File: src/rtl/fcpu_pkg.sv
`default_nettype none
// ============================================================================
// fcpu_pkg : shared FSM state types and AXI response codes for fcpu io path
// Rev 1.0
// ============================================================================
package fcpu_pkg;

    typedef enum logic [1:0] {
        W_IDLE = 2'd0,
        W_DATA = 2'd1,
        W_RESP = 2'd2
    } w_state_e;

    typedef enum logic {
        R_IDLE = 1'b0,
        R_DATA = 1'b1
    } r_state_e;

    localparam logic [1:0] AXI_RESP_OKAY   = 2'b00;
    localparam logic [1:0] AXI_RESP_SLVERR = 2'b10;

endpackage
`default_nettype wire

File: src/rtl/fcpu_byte_fifo.sv
`default_nettype none
// ============================================================================
// fcpu_byte_fifo : show-ahead byte FIFO, DEPTH entries (power of two, >= 2)
// Rev 1.0
// ============================================================================
module fcpu_byte_fifo #(
    parameter int DEPTH = 16
) (
    input  logic       clk,
    input  logic       rst,
    input  logic       push,
    input  logic [7:0] push_data,
    input  logic       pop,
    output logic [7:0] pop_data,
    output logic       full,
    output logic       empty
);

    localparam int c_PTR_W = $clog2(DEPTH);

    // Pointers carry one extra wrap bit to tell full from empty
    logic [c_PTR_W:0] r_wr_ptr;
    logic [c_PTR_W:0] r_rd_ptr;
    logic [7:0]       r_mem [DEPTH];
    logic             w_push_ok;
    logic             w_pop_ok;

    assign empty     = (r_wr_ptr == r_rd_ptr);
    assign full      = (r_wr_ptr[c_PTR_W] != r_rd_ptr[c_PTR_W]) &&
                       (r_wr_ptr[c_PTR_W-1:0] == r_rd_ptr[c_PTR_W-1:0]);
    assign w_push_ok = push && !full;
    assign w_pop_ok  = pop && !empty;
    assign pop_data  = r_mem[r_rd_ptr[c_PTR_W-1:0]];

    always_ff @(posedge clk) begin
        if (w_push_ok) begin
            r_mem[r_wr_ptr[c_PTR_W-1:0]] <= push_data;
        end
    end

    always_ff @(posedge clk or posedge rst) begin
        if (rst) begin
            r_wr_ptr <= '0;
            r_rd_ptr <= '0;
        end else begin
            if (w_push_ok) r_wr_ptr <= r_wr_ptr + 1'b1;
            if (w_pop_ok)  r_rd_ptr <= r_rd_ptr + 1'b1;
        end
    end

endmodule
`default_nettype wire

File: src/rtl/fcpu_io_axi_responder.sv
`default_nettype none
// ============================================================================
// fcpu_io_axi_responder : AXI4 byte responder bridging fcpu io_* to serial TX/RX
// Rev 1.0
// ============================================================================
module fcpu_io_axi_responder
    import fcpu_pkg::*;
#(
    parameter int                ID_W        = 4,
    parameter int                ADDR_W      = 32,
    parameter int                RX_DEPTH    = 16,
    parameter logic [ADDR_W-1:0] STATUS_ADDR = ADDR_W'(32'h0000_0004)
) (
    input  logic              clk,
    input  logic              rst,
    input  logic [ID_W-1:0]   s_awid,
    input  logic [7:0]        s_awlen,
    input  logic              s_awvalid,
    output logic              s_awready,
    input  logic [7:0]        s_wdata,
    input  logic              s_wstrb,
    input  logic              s_wlast,
    input  logic              s_wvalid,
    output logic              s_wready,
    output logic [ID_W-1:0]   s_bid,
    output logic [1:0]        s_bresp,
    output logic              s_bvalid,
    input  logic              s_bready,
    input  logic [ID_W-1:0]   s_arid,
    input  logic [ADDR_W-1:0] s_araddr,
    input  logic [7:0]        s_arlen,
    input  logic              s_arvalid,
    output logic              s_arready,
    output logic [ID_W-1:0]   s_rid,
    output logic [7:0]        s_rdata,
    output logic [1:0]        s_rresp,
    output logic              s_rlast,
    output logic              s_rvalid,
    input  logic              s_rready,
    output logic [7:0]        tx_data,
    output logic              tx_valid,
    input  logic              tx_ready,
    input  logic [7:0]        rx_data,
    input  logic              rx_valid,
    output logic              rx_ready
);

    // ---------------- write path ----------------
    w_state_e        r_wstate;
    w_state_e        w_wstate_nxt;
    logic [ID_W-1:0] r_awid;
    logic [7:0]      r_awlen;
    logic [7:0]      r_wcnt;
    logic            r_werr;
    logic [7:0]      r_tx_data;
    logic            r_tx_valid;
    logic            w_awready;
    logic            w_wready;
    logic            w_bvalid;
    logic            w_aw_hs;
    logic            w_w_hs;
    logic            w_wlast_exp;

    assign w_wlast_exp = (r_wcnt == r_awlen);
    assign s_awready   = w_awready && !rst;
    assign s_wready    = w_wready;
    assign s_bvalid    = w_bvalid;
    assign s_bid       = r_awid;
    assign s_bresp     = r_werr ? AXI_RESP_SLVERR : AXI_RESP_OKAY;
    assign w_aw_hs     = s_awvalid && s_awready;
    assign w_w_hs      = s_wvalid && s_wready;
    assign tx_data     = r_tx_data;
    assign tx_valid    = r_tx_valid;

    always_ff @(posedge clk or posedge rst) begin
        if (rst) r_wstate <= W_IDLE;
        else     r_wstate <= w_wstate_nxt;
    end

    always_comb begin
        w_wstate_nxt = r_wstate;
        w_awready    = 1'b0;
        w_wready     = 1'b0;
        w_bvalid     = 1'b0;
        case (r_wstate)
            W_IDLE: begin
                w_awready = 1'b1;
                if (s_awvalid) w_wstate_nxt = W_DATA;
            end
            W_DATA: begin
                w_wready = !r_tx_valid || tx_ready;
                if (s_wvalid && w_wready && w_wlast_exp) w_wstate_nxt = W_RESP;
            end
            W_RESP: begin
                w_bvalid = 1'b1;
                if (s_bready) w_wstate_nxt = W_IDLE;
            end
            default: w_wstate_nxt = W_IDLE;
        endcase
    end

    // A new load wins over a drain, so back-to-back beats stream at one byte per cycle
    always_ff @(posedge clk or posedge rst) begin
        if (rst) begin
            r_awid     <= '0;
            r_awlen    <= '0;
            r_wcnt     <= '0;
            r_werr     <= 1'b0;
            r_tx_data  <= '0;
            r_tx_valid <= 1'b0;
        end else begin
            if (w_aw_hs) begin
                r_awid  <= s_awid;
                r_awlen <= s_awlen;
                r_wcnt  <= '0;
                r_werr  <= 1'b0;
            end else if (w_w_hs) begin
                if (s_wlast != w_wlast_exp) r_werr <= 1'b1;
                if (!w_wlast_exp)           r_wcnt <= r_wcnt + 8'd1;
            end
            if (w_w_hs && s_wstrb) begin
                r_tx_data  <= s_wdata;
                r_tx_valid <= 1'b1;
            end else if (tx_ready) begin
                r_tx_valid <= 1'b0;
            end
        end
    end

    // ---------------- read path ----------------
    r_state_e        r_rstate;
    r_state_e        w_rstate_nxt;
    logic [ID_W-1:0] r_arid;
    logic [7:0]      r_arlen;
    logic [7:0]      r_rcnt;
    logic            r_is_stat;
    logic            w_arready;
    logic            w_rvalid;
    logic            w_ar_hs;
    logic            w_r_hs;
    logic            w_rlast;
    logic            w_pop;
    logic [7:0]      w_fifo_head;
    logic            w_fifo_full;
    logic            w_fifo_empty;

    assign w_rlast   = (r_rstate == R_DATA) && (r_rcnt == r_arlen);
    assign s_arready = w_arready && !rst;
    assign s_rvalid  = w_rvalid;
    assign s_rlast   = w_rlast;
    assign s_rid     = r_arid;
    assign s_rresp   = AXI_RESP_OKAY;
    assign w_ar_hs   = s_arvalid && s_arready;
    assign w_r_hs    = s_rvalid && s_rready;
    assign w_pop     = w_r_hs && !r_is_stat;
    assign rx_ready  = !w_fifo_full;

    // Status byte: bit1 = RX data available, bit0 = TX slot free
    always_comb begin
        s_rdata = '0;
        if (r_rstate == R_DATA) begin
            s_rdata = r_is_stat ? {6'b0, !w_fifo_empty, !r_tx_valid} : w_fifo_head;
        end
    end

    always_ff @(posedge clk or posedge rst) begin
        if (rst) r_rstate <= R_IDLE;
        else     r_rstate <= w_rstate_nxt;
    end

    always_comb begin
        w_rstate_nxt = r_rstate;
        w_arready    = 1'b0;
        w_rvalid     = 1'b0;
        if (r_rstate == R_IDLE) begin
            w_arready = 1'b1;
            if (s_arvalid) w_rstate_nxt = R_DATA;
        end else begin
            w_rvalid = r_is_stat || !w_fifo_empty;
            if (w_rvalid && s_rready && w_rlast) w_rstate_nxt = R_IDLE;
        end
    end

    always_ff @(posedge clk or posedge rst) begin
        if (rst) begin
            r_arid    <= '0;
            r_arlen   <= '0;
            r_rcnt    <= '0;
            r_is_stat <= 1'b0;
        end else if (w_ar_hs) begin
            r_arid    <= s_arid;
            r_arlen   <= s_arlen;
            r_rcnt    <= '0;
            r_is_stat <= (s_araddr == STATUS_ADDR);
        end else if (w_r_hs) begin
            r_rcnt    <= r_rcnt + 8'd1;
        end
    end

    fcpu_byte_fifo #(
        .DEPTH (RX_DEPTH)
    ) u_rx_fifo (
        .clk       (clk),
        .rst       (rst),
        .push      (rx_valid),
        .push_data (rx_data),
        .pop       (w_pop),
        .pop_data  (w_fifo_head),
        .full      (w_fifo_full),
        .empty     (w_fifo_empty)
    );

endmodule
`default_nettype wire

File: config.mk
export PLATFORM = sky130hd
export DESIGN_NAME = fcpu_io_axi_responder
export DESIGN_NICKNAME = d
export VERILOG_FILES = /design/src/rtl/fcpu_pkg.sv /design/src/rtl/fcpu_byte_fifo.sv /design/src/rtl/fcpu_io_axi_responder.sv
export SDC_FILE = /design/constraint.sdc
export NUM_CORES = 1
export LEC_CHECK = 0
export ABC_CLOCK_PERIOD_IN_PS = 2800
export BUFFER_PORTS_ARGS = -buffer_cell sky130_fd_sc_hd__buf_2
export CORE_MARGIN = 2
export CORE_UTILIZATION = 59
export CTS_BUF_LIST = sky130_fd_sc_hd__clkbuf_8
export CTS_CLUSTER_SIZE = 8
export DETAILED_ROUTE_END_ITERATION = 16
export PLACE_DENSITY = 0.91
export SYNTH_ARGS = -nofsm -noshare
export SYNTH_HDL_FRONTEND = slang
export SYNTH_HIERARCHICAL = 1
export SYNTH_SLANG_ARGS = --single-unit
File: constraint.sdc
create_clock -name clk -period 2.8 [get_ports clk]
set_input_delay 0.56 -clock clk [delete_from_list [all_inputs] [get_ports clk]]
set_output_delay 0.56 -clock clk [all_outputs]
set_load 0.02 [all_outputs]
After elaboration in Yosys (flattened, before gate mapping):

Memories as Yosys holds them, arrays and structs flattened.
Cells that the tools add are included.

* flip-flop bits (word level): 64
* RAM bits: 128
* bits of input ports: 83
* logic and storage cells: 90
* memories: 1

* add/sub/neg operators: 4
* equality and inequality tests: 13
* multiplexer cells: 27
* reductions and logical operators: 31

Memory list
* u_rx_fifo.r_mem: depth 16, bits a word 8, read ports 1, clocked after memory_dff 0, wr ports 1, line fcpu_byte_fifo.sv:24 `logic [7:0] r_mem [DEPTH];`

Operators with widths (number)
* 8-bit 2-to-1 mux: 7
* 32-bit by 3-bit equality test with 1-bit output, second input constant: 1
* 8-bit by 1-bit adder with 8-bit output, second input constant: 2
* 8-bit equality test: 2
* 1-bit logical AND: 16
* 1-bit 2-to-1 mux: 15
* 5-bit by 1-bit adder with 5-bit output, second input constant: 2
* 2-bit 2-to-1 mux: 4
* 2-bit inequality test, second input constant: 4
* 2-bit nonzero test: 4
* 2-bit one-hot mux with 3 select lines: 1
* 5-bit equality test: 1
* 1-bit logical NOT: 5
* 4-bit equality test: 1
* 2-bit AND reduction: 2
* 3-bit AND reduction: 1
* 2-bit by 1-bit equality test with 1-bit output, second input constant: 1
* 2-bit equality test, second input constant: 1
* 2-bit logical NOT: 1
* 1-bit logical OR: 2
* 1-bit inequality test: 2

Depth between registers and ports, before layout:

* depth after elaboration: 7
* gate-level depth with buffers: 12
* gate-level depth less buffers: 10

Modules after synthesis:

Netlist, hierarchy kept.

By module, submodules not included
* fcpu_byte_fifo: times used 1, cells an instance 279, area an instance 5585.4 µm²
* fcpu_io_axi_responder: times used 1, cells an instance 261, area an instance 2707.6 µm²

Least setup slack after synthesis:

No wires, ideal clock.

* path type: reg-to-output
* start point: reg u_rx_fifo.r_rd_ptr[1]
* end point: out s_rdata[1]
* arrival: 1.714 ns
* required time: 2.240 ns
* setup slack: 0.526 ns
* cell stages (with the launch flop): 7
* buffers on the path: 2
* cells stage by stage: dfrtp_1 > buf_6 > buf_2 > mux4_2 > a22oi_1 > nand2_1 > o211a_1

RTL lines
* from (decl): line fcpu_byte_fifo.sv:23 `logic [c_PTR_W:0] r_rd_ptr;`
* from (signal assigned): line fcpu_byte_fifo.sv:47 `if (w_pop_ok) r_rd_ptr <= r_rd_ptr + 1'b1;`
* memory 16 x 8 bit
* named net w_fifo_head[1]: line fcpu_io_axi_responder.sv:143 `logic [7:0] w_fifo_head;`
* 8-bit 2-to-1 mux: line fcpu_io_axi_responder.sv:162 `s_rdata = r_is_stat ? {6'b0, !w_fifo_empty, !r_tx_valid} : w_fifo_head;`
* 8-bit 2-to-1 mux: line fcpu_io_axi_responder.sv:161 `if (r_rstate == R_DATA) begin`
* to (decl): line fcpu_io_axi_responder.sv:35 `output logic [7:0] s_rdata,`

The timed path passes the listed nets, and every way through them passes these cells.

Worst setup path in the final report:

Ends and elaborated chain as after synthesis.

==> results.md <==
* FF-to-FF setup slack at around 170 ps
* Peak per-stage delay on the critical path at around 530 ps
* Worst-path maximum fanout at 6
* CTS tree: yes
* RR Startpoint: u_rx_fifo/r_rd_ptr[1]
* Cell area after synthesis at 8290 µm²
* Compound-Gate Fraction of Synth Area at under 10%
* R2R depth at 8
* Fin crit period at 2920 ps
* Die X at 123 µm
* FFs w/ async S/R, synth at about a third
* Vias in the first global route at 5291
* TritonRoute pass-1 iters at 5
* Initial antenna violation count at 1
* Die Height at 123 µm
* Largest net degree at the start of global routing at 36
* Fin. Hold Viols at 0
* Commonest cells after routing, fill and taps aside: edfxtp_1 (128), buf_2 (110), nand2_1 (72)
* Clock sinks at ~190
* IO buf count at roughly 120
* Main synth FF type: edfxtp_1
* CP max stage cell: dfrtp_4
* WL final at 17600 µm
* Worst Tran Pin Value at 816 ps
* Non-filler instance count after layout at 887
* DR vias/cell at 5.78
* CP Capture Type: output pin
* Worst Hold Class: in2async
* Sequential area share after synthesis at around two thirds
* Max-cap viol count at 0
* Yosys reg bits at around 190
* Global-route wire length before repair at 27600 µm
* CP Class: reg2out
* PD cells at 984 nW/µm²
* Simple-gate share of the synthesized area at 10.3%
* Overflow after GRT at 0
* Antenna-violating nets left at 0
* Most common cell after layout, fill and taps aside: edfxtp_1
* Status: complete, but fails checks
* Hold_buf cts at 0
* GRT Total Usage at ~25%
* Largest family of logic cells by synthesized area: multiplexers
* Crit path cell chain: buf_4 > mux4_2 > a22oi_1 > nand2_1 > o211a_1 > buf_6
* Final setup fails at 9
* Worst setup path startpoint: u_rx_fifo/r_rd_ptr[1]
* Clock Skew at 8.93 ps
* Place WS at a little under 90 ps
* Area Growth Syn to Fin at 17.4%
* DP Cell Count at about 840
* Residual DRC at 0
* RSZ-0062 raised after global routing: true
* Cell variety after synth at 53
* Crit path max-delay family: flip-flops
* Reg-to-reg endpoint: u_rx_fifo/r_mem[11][3]
* Routability cong. at approximately 0.80
* NumNets Final at 783
* Power, Total at 9.58 mW
* Post-Synth XOR/XNOR Area at 3.79%
* Die area at 15000 µm²
* 1st-iter DRT viols at between 500 and 600
* Post-synth EDFFs at 128
* Maximum vdd drop at roughly 0.61 mV
* CTS Buf Count at 17
* Mean Syn Cell Area at 15.4 µm²
* Post-Synthesis Cells at 540
* Failing checks: negative setup slack
* Hpwl dp at 12200 µm
* WP data required at 2240 ps
* Row Count at 43
* Synth Warn # at 6
* Slew margin rel. at between 40% and 50%
* Share of cells above drive strength 1 at 39.1%
* Adder-Cell Fraction of Synth Area at 1.06%
* Critical path buffers and inverters at 2
* Fillers at 886
* Wire length per cell at between 15 and 20 µm
* H-tree levels at 4
* Root Buffer: clkbuf_8
* Io pins at 119
* Maximum clock frequency at 342 MHz
* Clk slew on worst S/H paths at 90 ps
* PnR worst setup slack at -124 ps
* Setup_tns at -696 ps
* Initial Util at 60.0%
* Multiplexer area fraction after synthesis at 13.0%
* Vias at 5128
* Worst Setup Start Kind: flip-flop
* WP data arrival at 2360 ps
* Worst-Skew Late Latency at around 470 ps
* Core Box Area at between 10000 and 15000 µm²
* Slew Viols, Final at 0
* Static leakage at 3.89 nW
* Final worst-path cycle share at 104%
* Longest Clk Path Bufs at 2
-- layout make-up --
type                            instances  area, µm²  area share (%)
Clock inverter                         15        121            1.25
Clock buffer                           17        234            2.40
Inverter                                8       30.0           0.308
Tap cell                              180        225            2.31
Sequential cell                       192       5450            56.0
Timing Repair Buffer                  161        996            10.2
Antenna cell                            1       2.50          0.0257
Multi-Input combinational cell        313       2680            27.5
-- layer usage --
| metal | up-vias | routed length, µm | global-route usage (%) |
|---|---|---|---|
| met1 | 2603 | 6990 | 31.1 |
| met5 | - | 0 | 0 |
| met4 | 0 | 338 | 8.33 |
| met3 | 33 | 1080 | 7.11 |
| met2 | 173 | 9190 | 42.8 |
| li1 | 2319 | - | - |
-- logic make-up after synthesis --
group	count (synthesis)
fa+ha+maj	7
compound gates	40
xor+xnor	35
flops	192
other cells	1
buf+inv	37
mux	60
simple gates	168
-- synth_stat cells, types with 2 or more instances --
cell type  number  area (µm²)
nand2_1        72         270
clkbuf_1        6        22.5
mux4_1         11         289
and3_1          6        37.5
nand3_1         5        25.0
o211ai_1        3        22.5
nor3_1         12        60.1
dfrtp_1        64        1600
ha_1            7        87.6
a21oi_1         5        25.0
xnor2_1        17         149
inv_1           8        30.0
o21ai_0         5        25.0
edfxtp_1      128        3840
and3_2          2        15.0
xor2_1         17         149
nand2b_1        3        18.8
o21ai_1         4        20.0
nor2_1         19        71.3
nand4_1         8        50.1
buf_2           9        45.0
mux2i_1         4        40.0
mux4_2         21         473
o211a_1         2        20.0
mux2_2         23         259
nor4_1         12        75.1
a22oi_1        16         120
buf_4           7        52.6
and2_1         13        81.3
nor2b_1         3        18.8
or3_1           3        18.8
buf_6           4        45.0
-- worst reg2reg max path, cell delays in order, from the launching register on --
cell and delay, ps:
dfrtp_4 570, buf_12 170, buf_8 130, xnor2_4 120, nand4_1 150, buf_4 150
buf_4 140, o211ai_2 160, nor2_1 680
-- state kept, by name, indices dropped and copies added (netlist names), 2 cells and up --
name and flops:
u_rx_fifo/r_mem 128, r_arlen 8, r_awlen 8, r_rcnt 8
r_wcnt 8, tx_data 8, u_rx_fifo/r_rd_ptr 5, u_rx_fifo/r_wr_ptr 5
s_bid 4, s_rid 4, r_wstate 2
-- power breakdown --
part           internal (mW)  switching, mW  leakage, nW
combinational           1.83           1.99         1.77
sequential              3.62          0.515         1.94
clock                  0.695          0.937        0.175
-- worst max path at each step --
stage                                 end  slack, ps  depth (start not counted)
floorplan                      s_rdata[1]        530                          6
global placement               s_rdata[1]        170                          6
detailed placement  u_rx_fifo/r_rd_ptr[1]         90                          9
CTS                            s_rdata[1]       -120                          6
global route                   s_rdata[1]       -210                          6
finish                         s_rdata[1]       -120                          6
-- through the flow --
step           hold WS, ps  area (µm²)  util, %
6_report               113        9740     70.4
5_1_grt                102        9740     70.4
4_1_cts               90.1        9680     70.0
3_5_place_dp           458        9150     66.2
3_3_place_gp           453        9150     66.2
2_1_floorplan          400        8300        -
-- repair_timing --
| item | CTS | global route |
|---|---|---|
| gates resized for setup | 28 | 16 |
| cloned | 0 | 0 |
| endpoints found under the setup margin | 10 | 11 |
| buffers inserted | 14 | 2 |
| pin swaps | 7 | 8 |
No activity file was read; power rests on OpenSTA's default activity.
